### config.mk
export PLATFORM = sky130hd
export DESIGN_NAME = decode_ctrl_stage
export DESIGN_NICKNAME = d
export VERILOG_FILES = /design/src/rtl/decode_ctrl_stage.sv
export SDC_FILE = /design/constraint.sdc
export NUM_CORES = 1
export LEC_CHECK = 0
export CORE_UTILIZATION = 43
export CTS_CLUSTER_DIAMETER = 120
export DETAILED_ROUTE_END_ITERATION = 12
export GPL_TIMING_DRIVEN = 0
export HOLD_SLACK_MARGIN = 0.03
export PLACE_DENSITY = 0.83
export SLEW_MARGIN = 15
export SYNTH_ARGS = -nofsm -noshare
export SYNTH_HDL_FRONTEND = slang
export SYNTH_SLANG_ARGS = --single-unit
### constraint.sdc
create_clock -name clk -period 1.5 [get_ports clk]
set_input_delay 0.15 -clock clk [delete_from_list [all_inputs] [get_ports clk]]
set_output_delay 0.15 -clock clk [all_outputs]
set_load 0.05 [all_outputs]
### src/rtl/decode_ctrl_stage.sv
// RV64 decode/control stage: decodes ID fields into the execute control bundle, registers it
// into ID/EX with stall/flush, and sequences multi-cycle MUL/DIV by stalling the front end.
module decode_ctrl_stage #(
  parameter int M_EXT   = 1,
  parameter int MUL_LAT = 3,
  parameter int DIV_LAT = 34
) (
  input  logic       clk,
  input  logic       reset_n,
  input  logic [6:0] op_i,
  input  logic [2:0] funct3_i,
  input  logic [6:0] funct7_i,
  input  logic       valid_i,
  input  logic       stall_i,
  input  logic       flush_i,
  output logic       regWrite_e,
  output logic [2:0] immSrc_e,
  output logic       ALUSrc_e,
  output logic [3:0] ALUControl_e,
  output logic       ALU32_e,
  output logic       memWrite_e,
  output logic [2:0] memType_e,
  output logic [2:0] resultSrc_e,
  output logic       branch_e,
  output logic       jal_e,
  output logic       jalr_e,
  output logic       ecall_e,
  output logic       illegal_e,
  output logic       mdStart_e,
  output logic       mdStall_o,
  output logic       mdDone_o
);

  localparam logic [6:0] OPC_LUI    = 7'b0110111;
  localparam logic [6:0] OPC_AUIPC  = 7'b0010111;
  localparam logic [6:0] OPC_JAL    = 7'b1101111;
  localparam logic [6:0] OPC_JALR   = 7'b1100111;
  localparam logic [6:0] OPC_BRANCH = 7'b1100011;
  localparam logic [6:0] OPC_LOAD   = 7'b0000011;
  localparam logic [6:0] OPC_STORE  = 7'b0100011;
  localparam logic [6:0] OPC_OPIMM  = 7'b0010011;
  localparam logic [6:0] OPC_OPIMM32 = 7'b0011011;
  localparam logic [6:0] OPC_OP     = 7'b0110011;
  localparam logic [6:0] OPC_OP32   = 7'b0111011;
  localparam logic [6:0] OPC_SYSTEM = 7'b1110011;
  localparam logic [6:0] F7_MULDIV  = 7'b0000001;

  localparam logic [2:0] IMM_I = 3'd0, IMM_S = 3'd1, IMM_B = 3'd2, IMM_U = 3'd3, IMM_J = 3'd4;
  localparam logic [2:0] RES_MEM = 3'd1, RES_PC4 = 3'd2, RES_IMM = 3'd3;
  localparam logic [2:0] RES_PCIMM = 3'd4, RES_MD = 3'd5;
  localparam logic [3:0] ALU_SUB = 4'b1000;
  localparam logic [7:0] MUL_LAT_C = 8'(MUL_LAT);
  localparam logic [7:0] DIV_LAT_C = 8'(DIV_LAT);

  typedef struct packed {
    logic       reg_write;
    logic [2:0] imm_src;
    logic       alu_src;
    logic [3:0] alu_ctrl;
    logic       alu32;
    logic       mem_write;
    logic [2:0] mem_type;
    logic [2:0] result_src;
    logic       branch;
    logic       jal;
    logic       jalr;
    logic       ecall;
    logic       illegal;
  } ctrl_t;

  localparam ctrl_t CTRL_BUBBLE = ctrl_t'(22'd0);

  typedef enum logic [1:0] {S_IDLE = 2'd0, S_BUSY = 2'd1, S_DONE = 2'd2} state_t;

  ctrl_t      dec_s, ctrl_r;
  logic       is_md_s, hold_s, load_s;
  logic [7:0] lat_s, cnt_s, cnt_r;
  state_t     state_s, state_r;
  logic       md_start_r, md_stall_r, md_done_r;

  // Combinational decode of the instruction currently in ID
  always_comb begin
    dec_s   = CTRL_BUBBLE;
    is_md_s = 1'b0;
    if (valid_i) begin
      case (op_i)
        OPC_LUI: begin
          dec_s.reg_write = 1'b1; dec_s.imm_src = IMM_U; dec_s.alu_src = 1'b1;
          dec_s.result_src = RES_IMM;
        end
        OPC_AUIPC: begin
          dec_s.reg_write = 1'b1; dec_s.imm_src = IMM_U; dec_s.alu_src = 1'b1;
          dec_s.result_src = RES_PCIMM;
        end
        OPC_JAL: begin
          dec_s.reg_write = 1'b1; dec_s.imm_src = IMM_J; dec_s.result_src = RES_PC4;
          dec_s.jal = 1'b1;
        end
        OPC_JALR: begin
          dec_s.reg_write = 1'b1; dec_s.imm_src = IMM_I; dec_s.alu_src = 1'b1;
          dec_s.result_src = RES_PC4; dec_s.jalr = 1'b1;
        end
        OPC_BRANCH: begin
          dec_s.imm_src = IMM_B; dec_s.alu_ctrl = ALU_SUB; dec_s.branch = 1'b1;
        end
        OPC_LOAD: begin
          dec_s.reg_write = 1'b1; dec_s.imm_src = IMM_I; dec_s.alu_src = 1'b1;
          dec_s.mem_type = funct3_i; dec_s.result_src = RES_MEM;
        end
        OPC_STORE: begin
          dec_s.imm_src = IMM_S; dec_s.alu_src = 1'b1; dec_s.mem_write = 1'b1;
          dec_s.mem_type = funct3_i;
        end
        // funct7[5] only selects arithmetic shift for immediate forms
        OPC_OPIMM, OPC_OPIMM32: begin
          dec_s.reg_write = 1'b1; dec_s.imm_src = IMM_I; dec_s.alu_src = 1'b1;
          dec_s.alu_ctrl = {(funct3_i == 3'b101) ? funct7_i[5] : 1'b0, funct3_i};
          dec_s.alu32 = (op_i == OPC_OPIMM32);
        end
        OPC_OP, OPC_OP32: begin
          if (funct7_i == F7_MULDIV) begin
            if (M_EXT != 0) begin
              dec_s.reg_write = 1'b1; dec_s.alu_ctrl = {1'b0, funct3_i};
              dec_s.alu32 = (op_i == OPC_OP32); dec_s.result_src = RES_MD;
              is_md_s = 1'b1;
            end else begin
              dec_s.illegal = 1'b1;
            end
          end else begin
            dec_s.reg_write = 1'b1; dec_s.alu_ctrl = {funct7_i[5], funct3_i};
            dec_s.alu32 = (op_i == OPC_OP32);
          end
        end
        OPC_SYSTEM: begin
          if (funct3_i == 3'b000) begin
            dec_s.ecall = 1'b1;
          end else begin
            dec_s.illegal = 1'b1;
          end
        end
        default: dec_s.illegal = 1'b1;
      endcase
    end else begin
      dec_s = CTRL_BUBBLE;
    end
  end

  assign hold_s = stall_i | md_stall_r;
  assign load_s = ~flush_i & ~hold_s;
  assign lat_s  = funct3_i[2] ? DIV_LAT_C : MUL_LAT_C;

  // MUL/DIV sequencer next state; DONE accepts a new operation like IDLE
  always_comb begin
    state_s = state_r;
    cnt_s   = cnt_r;
    if (flush_i) begin
      state_s = S_IDLE;
      cnt_s   = 8'd0;
    end else begin
      case (state_r)
        S_IDLE, S_DONE: begin
          if (load_s && is_md_s) begin
            if (lat_s == 8'd1) begin
              state_s = S_DONE;
              cnt_s   = 8'd0;
            end else begin
              state_s = S_BUSY;
              cnt_s   = lat_s - 8'd1;
            end
          end else begin
            state_s = S_IDLE;
            cnt_s   = 8'd0;
          end
        end
        S_BUSY: begin
          if (cnt_r <= 8'd1) begin
            state_s = S_DONE;
            cnt_s   = 8'd0;
          end else begin
            state_s = S_BUSY;
            cnt_s   = cnt_r - 8'd1;
          end
        end
        default: begin
          state_s = S_IDLE;
          cnt_s   = 8'd0;
        end
      endcase
    end
  end

  // ID/EX register, sequencer state and registered status outputs
  always_ff @(posedge clk or negedge reset_n) begin
    if (!reset_n) begin
      ctrl_r     <= CTRL_BUBBLE;
      state_r    <= S_IDLE;
      cnt_r      <= 8'd0;
      md_start_r <= 1'b0;
      md_stall_r <= 1'b0;
      md_done_r  <= 1'b0;
    end else begin
      if (flush_i) begin
        ctrl_r <= CTRL_BUBBLE;
      end else if (!hold_s) begin
        ctrl_r <= dec_s;
      end else begin
        ctrl_r <= ctrl_r;
      end
      state_r    <= state_s;
      cnt_r      <= cnt_s;
      md_start_r <= load_s & is_md_s;
      md_stall_r <= (state_s == S_BUSY);
      md_done_r  <= (state_s == S_DONE);
    end
  end

  assign regWrite_e   = ctrl_r.reg_write;
  assign immSrc_e     = ctrl_r.imm_src;
  assign ALUSrc_e     = ctrl_r.alu_src;
  assign ALUControl_e = ctrl_r.alu_ctrl;
  assign ALU32_e      = ctrl_r.alu32;
  assign memWrite_e   = ctrl_r.mem_write;
  assign memType_e    = ctrl_r.mem_type;
  assign resultSrc_e  = ctrl_r.result_src;
  assign branch_e     = ctrl_r.branch;
  assign jal_e        = ctrl_r.jal;
  assign jalr_e       = ctrl_r.jalr;
  assign ecall_e      = ctrl_r.ecall;
  assign illegal_e    = ctrl_r.illegal;
  assign mdStart_e    = md_start_r;
  assign mdStall_o    = md_stall_r;
  assign mdDone_o     = md_done_r;

endmodule

==> impl_metrics.csv, run 1 <==
group,metric,value,unit
yosys,syn_inst,166,
placed_design,gp_congestion,0.8247,
cts,ctsRootBufferMaster,"clkbuf_8",
yosys,yosys.area_share.simple,25.50,%
finish,nets,257,
yosys,synth_most_common_cell,"dfrtp_1",
cts,ctsHtreeMaxLevel,2,
yosys,synth_top_family_by_area,"simple AND/OR/NAND/NOR gates",
yosys,ys_seq_elements,34,
power_and_ir_drop,power_density,712.4,nW/um2
worst_setup_path,ff2ff_path_depth,7,
placed_design,portBuffers,44,
yosys,yosysTopAreaCellShare,50.56,%
worst_setup_path,crit_path_max_fanout,5,
placed_design,place_ws,-508.8,ps
global_route,grt_max_degree,35,
floorplanning,core.rowCount,22,
yosys,synth_mux_area_share,0.6691,%
yosys,ys_types,40,
yosys,synth_compound_area_share,14.50,%
outcome,status,"finished, violations left",
run,drv_cap,0,
yosys,syn_area,1683,um2
global_route,grt_pass1_vias,1437,
timing,slew_headroom,49.84,%
routing,viasPerCell,5.677,
worst_setup_path,worstSetupStartpointType,"flip-flop",
worst_setup_path,rr_endpoint,"cnt_r[5]",
worst_setup_path,endpoint_kind,"flip-flop",
finish,final_util,68.62,%
cts,clkLatencyLatePin,280,ps
worst_setup_path,ff2ff_setup_slack,-230,ps
yosys,yosysWarnings,0,
global_route,grtUsageTotal,21.81,%
yosys,seq_area_frac_synth,50.56,%
floorplanning,ios,47,
worst_setup_path,startpoint,"cnt_r[1]",
routing,postRouteAntennaNets,0,
worst_setup_path,crit_type,"flip-flop to flip-flop",
routing,avgRoutedWirePerCell,16.12,um
yosys,yosys_most_used_dff,"dfrtp_1",
worst_hold_path,hp-start,"flush_i",
timing,fmax,577.7,MHz
routing,vias,1601,
cts,cts.sinks,34,
global_route,antenna_found_initial,0,
yosys,synthXorXnorAreaFrac,3.643,%
routing,drt_iter0_markers,89,
power_and_ir_drop,p_leak,1.276,nW
finish,area_growth_syn_to_layout,51.52,%
timing,worst-slew-pin-transition,752.4,ps
yosys,synth_edf_count,0,
worst_setup_path,crit_path_end,"cnt_r[5]",
finish,antenna_cells,0,
finish,drive_above_1_share,27.78,%
timing,period_share,115.4,%
routing,drc,0,
floorplanning,die_area,4168,um2
floorplanning,start_util,45.29,%
worst_setup_path,arrival,1930,ps
timing,setup_viol,32,
cts,cts_buffer_depth,2,
timing,rsz0062_at_grt,"yes",
timing,layout_setup_ws,-230.9,ps
yosys,synthArstFlopShare,100.0,%
timing,hold_viol,0,
cts,cts_tree,"built",
yosys,yosys.area_share.adder,1.487,%
worst_setup_path,required,1700,ps
cts,clk_pin_slew_worst_paths,70,ps
worst_hold_path,hp-class,"primary input to flip-flop",
cts,numCtsBuffers,5,
yosys,synth_top_area_cell,"dfrtp_1",
global_route,grt_pass1_wl,6893,um
yosys,synth_commonest_cells,"dfrtp_1, nor2_1, nand2_1, a22o_1, o21ai_0",
timing,min_period,1731,ps
power_and_ir_drop,ir_drop,0.5727,mV
yosys,synthTopCellsByArea,"dfrtp_1, a22o_1, nor2_1",
yosys,syn_avg_cell_area,10.14,um2
worst_setup_path,rr_startpoint,"cnt_r[1]",
timing,clock_skew,2.004,ps
floorplanning,dieHeight,64.56,um
floorplanning,core_area,3716,um2
placed_design,dp_hpwl,2707,um
outcome,violations,"negative setup slack",
routing,wl,4547,um
floorplanning,fp.dieW,64.56,um
finish,design_area,2550,um2
placed_design,post_dp_cell_area,2208,um2
power_and_ir_drop,power.total,1.817,mW
global_route,grt.overflow.total,0,
timing,maxSlewViolCount,0,
yosys,syn_nets,190,
routing,firstDrtPassIters,4,
## power breakdown
group	internal (mW)	total, mW	switching, mW
logic	0.0832	0.210	0.127
clock network	0.370	0.684	0.315
registers	0.920	0.922	0.00218
## final cells by class
| cell class | instances | area [um2] |
|---|---|---|
| flip-flops and latches | 34 | 853.3 |
| clock buffers | 7 | 86.33 |
| fillers | 286 | 1166 |
| repair buffers | 60 | 535.5 |
| multi-input cells | 118 | 938.4 |
| plain buffers | 10 | 56.30 |
| clock inverters | 1 | 5.005 |
| well taps | 48 | 60.06 |
| inverters | 4 | 15.01 |
## what timing repair did
action,4_1_cts,5_1_grt
pin swaps,18,5
setup endpoints to repair,58,34
hold buffers,1,0
cloned,1,0
resized for setup,58,18
buffers inserted,12,2
hold endpoints to repair,34,0
## kinds of logic after synthesis
family,after synthesis
AND/OR/NAND/NOR,73
AO/OA/AOI/OAI,35
flip-flops,34
buffers and inverters,14
XOR/XNOR,7
adder cells (fa/ha/maj),2
multiplexers,1
## layout by cell type, fill, tap and decap left out, drive strengths merged, types with 5 or more instances in the layout
cell | Yosys | layout
nor2 | 19 | 19
clkdlybuf4s50 | 0 | 16
nand3 | 5 | 5
clkbuf | 6 | 13
o21ai | 9 | 9
nand2 | 18 | 18
dlygate4sd2 | 0 | 26
xnor2 | 6 | 6
a21oi | 5 | 5
nor4 | 7 | 7
dfrtp | 34 | 34
a22o | 11 | 11
buf | 4 | 20
## critical path, stage by stage (launching register included)
cell	delay, ps
dfrtp_1	350
inv_1	110
ha_4	180
nor2_4	120
nor4_4	60
or4b_4	510
buf_6	150
o21ai_1	160
## per-stage QoR
| stage | hold slack, ps | setup TNS [ps] | std cells |
|---|---|---|---|
| CTS | 474.0 | -5210 | 280 |
| global placement | 456.9 | -24590 | 258 |
| finish | 333.1 | -5118 | 282 |
| global route | 384.7 | -7237 | 282 |
| floorplan | -145.6 | -4307 | 166 |
| detailed placement | 253.7 | -11290 | 258 |
## per-layer routing
metal | share of wire, % | vias to the layer above | track usage [%]
met5 | 0 | - | 0
met4 | 2.2 | 0 | 8.333
met3 | 5.1 | 12 | 4.401
met2 | 50 | 65 | 34.61
met1 | 42 | 785 | 29.34
li1 | - | 739 | -
## worst min-delay path by stage
stage,cells past startpoint,slack [ps],end
floorplan,0,-150,ALU32_e
global placement,2,460,branch_e
detailed placement,1,250,mdDone_o
CTS,2,470,branch_e
global route,4,380,illegal_e
finish,4,330,illegal_e
## sequential cells by signal, summed over array words and instances (netlist names)
signal,count
regWrite_e,1
memType_e,3
branch_e,1
ALU32_e,1
jalr_e,1
ALUSrc_e,1
immSrc_e,2
memWrite_e,1
jal_e,1
ecall_e,1
cnt_r,8
mdDone_o,1
state_r,2
mdStart_e,1
ALUControl_e,4
mdStall_o,1
illegal_e,1
resultSrc_e,3
(Power assumes the default switching activity.)
==> run 2: changes to the inputs <==
GPL_ROUTABILITY_DRIVEN = 0   (was not set)
==> results of run 2 <==
No change in the layout: final DEF, timing and power equal those of run 1.
==> run 3: changes to the inputs <==
CORE_UTILIZATION = 35   (was 43)
PLACE_DENSITY = 0.71   (was 0.83)
==> run 3 against run 2 <==
  * The flow finishes with violations (design-rule violations, negative setup slack)
  * Wire length is 4.6% lower
  * Clock power shrank 6.7%
  * Clock-buffer cell count unchanged
  * Critical path depth fell by 4
  * Global-route usage decreased by 3.2 points
  * Final cell count rose by 1.4%
  * Non-clock buffer count increased by 1
  * Power fell by 2.7%
  * First-iteration DRC count down 13%
  * Final area is 0.69% higher
  * Combinational power hardly changed
  * Critical path type unchanged
  * Critical endpoint is now ALUSrc_e
  * Largest cell class unchanged
==> impl_metrics.csv, run 3 (same netlist as run 1, synthesis figures left out) <==
group,metric,value,unit
floorplanning,fp.dieW,71.34,um
cts,ctsHtreeMaxLevel,2,
floorplanning,die_area,5089,um2
finish,layout_commonest_cell,"dfrtp_1",
finish,regMostFlops,"cnt_r",
global_route,grt_pass1_wl,7182,um
cts,ctsRootBufferMaster,"clkbuf_8",
timing,worst-slew-pin-transition,749.5,ps
finish,design_area,2567,um2
worst_setup_path,crit_path_max_fanout,3,
timing,layout_setup_ws,-234.7,ps
floorplanning,core_area,4474,um2
worst_hold_path,hp-class,"primary input to flip-flop",
placed_design,post_dp_cell_area,2213,um2
worst_setup_path,ff2ff_path_depth,3,
timing,min_period,1735,ps
timing,fmax,576.5,MHz
finish,area_growth_syn_to_layout,52.56,%
finish,multiInputGateArea,949.7,um2
cts,cts_tree,"built",
routing,drc,3,
global_route,grt_max_degree,35,
floorplanning,core.rowCount,24,
cts,clkLatencyLatePin,290,ps
timing,maxSlewViolCount,0,
finish,fin_cells,286,
placed_design,portBuffers,44,
cts,numCtsBuffers,5,
timing,hold_viol,0,
placed_design,dp_hpwl,2857,um
finish,drive_above_1_share,28.21,%
worst_setup_path,critPathMaxStageDelay,550,ps
power_and_ir_drop,ir_drop,0.3062,mV
global_route,grtUsageTotal,18.58,%
global_route,grt_pass1_vias,1522,
worst_setup_path,endpoint_kind,"flip-flop",
timing,slew_headroom,50.04,%
timing,rsz0062_at_grt,"yes",
routing,avgRoutedWirePerCell,15.17,um
cts,clk_pin_slew_worst_paths,60,ps
routing,wl,4339,um
worst_setup_path,rr_endpoint,"ALUSrc_e",
cts,cts.sinks,34,
worst_setup_path,worstSetupStartpointType,"flip-flop",
global_route,antenna_found_initial,0,
routing,vias,1545,
worst_hold_path,holdPathStages,4,
timing,period_share,115.6,%
worst_setup_path,crit_chain,"or4b_4 > nor4_1 > a221o_1",
worst_setup_path,required,1720,ps
placed_design,dp_cells,262,
finish,largest_reg_flops,8,
finish,nets,258,
routing,postRouteAntennaNets,0,
run,drv_cap,0,
routing,drt_iter0_markers,77,
worst_setup_path,rr_startpoint,"mdStall_o",
worst_setup_path,ff2ff_setup_slack,-230,ps
worst_setup_path,slowest_stage,"or4b_4",
outcome,status,"finished, violations left",
worst_setup_path,crit_family,"simple AND/OR/NAND/NOR gates",
power_and_ir_drop,p_leak,1.272,nW
worst_setup_path,path_buf_inv,0,
floorplanning,ios,47,
floorplanning,start_util,37.61,%
outcome,violations,"design-rule violations, negative setup slack",
routing,viasPerCell,5.402,
finish,final_util,57.38,%
worst_hold_path,whs_endpoint,"illegal_e",
power_and_ir_drop,power_density,688.7,nW/um2
finish,mostFrequentLayoutCells,"dfrtp_1, dlygate4sd2_1, clkdlybuf4s50_1, buf_4, nand2_1",
finish,fill_cells,382,
finish,ff_latch_area,853.3,um2
worst_hold_path,hp-start,"flush_i",
cts,cts_buffer_depth,2,
floorplanning,dieHeight,71.34,um
routing,firstDrtPassIters,10,
timing,setup_viol,33,
global_route,grt.overflow.total,0,
worst_setup_path,crit_type,"flip-flop to flip-flop",
timing,clock_skew,6.232,ps
worst_setup_path,arrival,1960,ps
finish,antenna_cells,0,
-- run 3: layout make-up --
cell class              instances  area share, %
clock buffers                   7          2.973
inverters                       4         0.5848
repair buffers                 61          21.44
flip-flops and latches         34          33.24
well taps                      52          2.534
multi-input cells             118          36.99
plain buffers                  10          2.242
-- run 3: metal layers --
layer	GRT usage [%]	vias to the layer above	routed length, um	share of wire [%]
met4	11.78	0	113	2.6
met5	0	-	0	0
met1	24.29	750	2011	46
met2	28.36	40	2041	47
li1	-	745	-	-
met3	3.657	10	173	4.0
-- run 3: repair_timing --
item | CTS | global route
cloned | 1 | 0
endpoints found under the hold margin | 34 | 0
setup buffers | 12 | 3
hold buffers | 1 | 0
pin swaps | 16 | 9
setup endpoints to repair | 58 | 34
gates resized for setup | 61 | 20
-- run 3: stage by stage --
stage | hold slack (ps) | power [mW] | setup TNS (ps) | setup slack [ps]
after floorplan | -145.6 | 1.025 | -4307 | -306.2
after global placement | 456.4 | 1.130 | -25960 | -552.3
after detailed placement | 269.0 | 1.130 | -11650 | -520.1
after CTS | 456.4 | 1.764 | -5345 | -250.3
after global routing | 361.4 | 1.831 | -6895 | -285.3
final | 316.0 | 1.768 | -4845 | -234.7
-- run 3: worst register-to-register path, delay by kind of cell, from the launching register on --
family / cells / cell delay (ps)
compound gates: 1 / 190
flops: 1 / 400
simple gates: 2 / 1080
-- run 3: report_power, final --
group | leakage [nW] | internal, mW | total, mW | switching, mW
registers | 0.471 | 0.920 | 0.922 | 0.00213
clock network | 0.0383 | 0.320 | 0.638 | 0.319
logic | 0.763 | 0.0843 | 0.208 | 0.124
-- run 3: worst max path at each step --
stage | start | to | slack (ps) | cells after the start
finish | mdStall_o | ALUSrc_e | -230 | 3
floorplan | mdStall_o | memType_e[0] | -310 | 4
global route | mdStall_o | memWrite_e | -290 | 4
CTS | mdStall_o | memType_e[1] | -250 | 4
detailed placement | flush_i | memType_e[1] | -520 | 5
global placement | reset_n | mdStall_o | -550 | 1
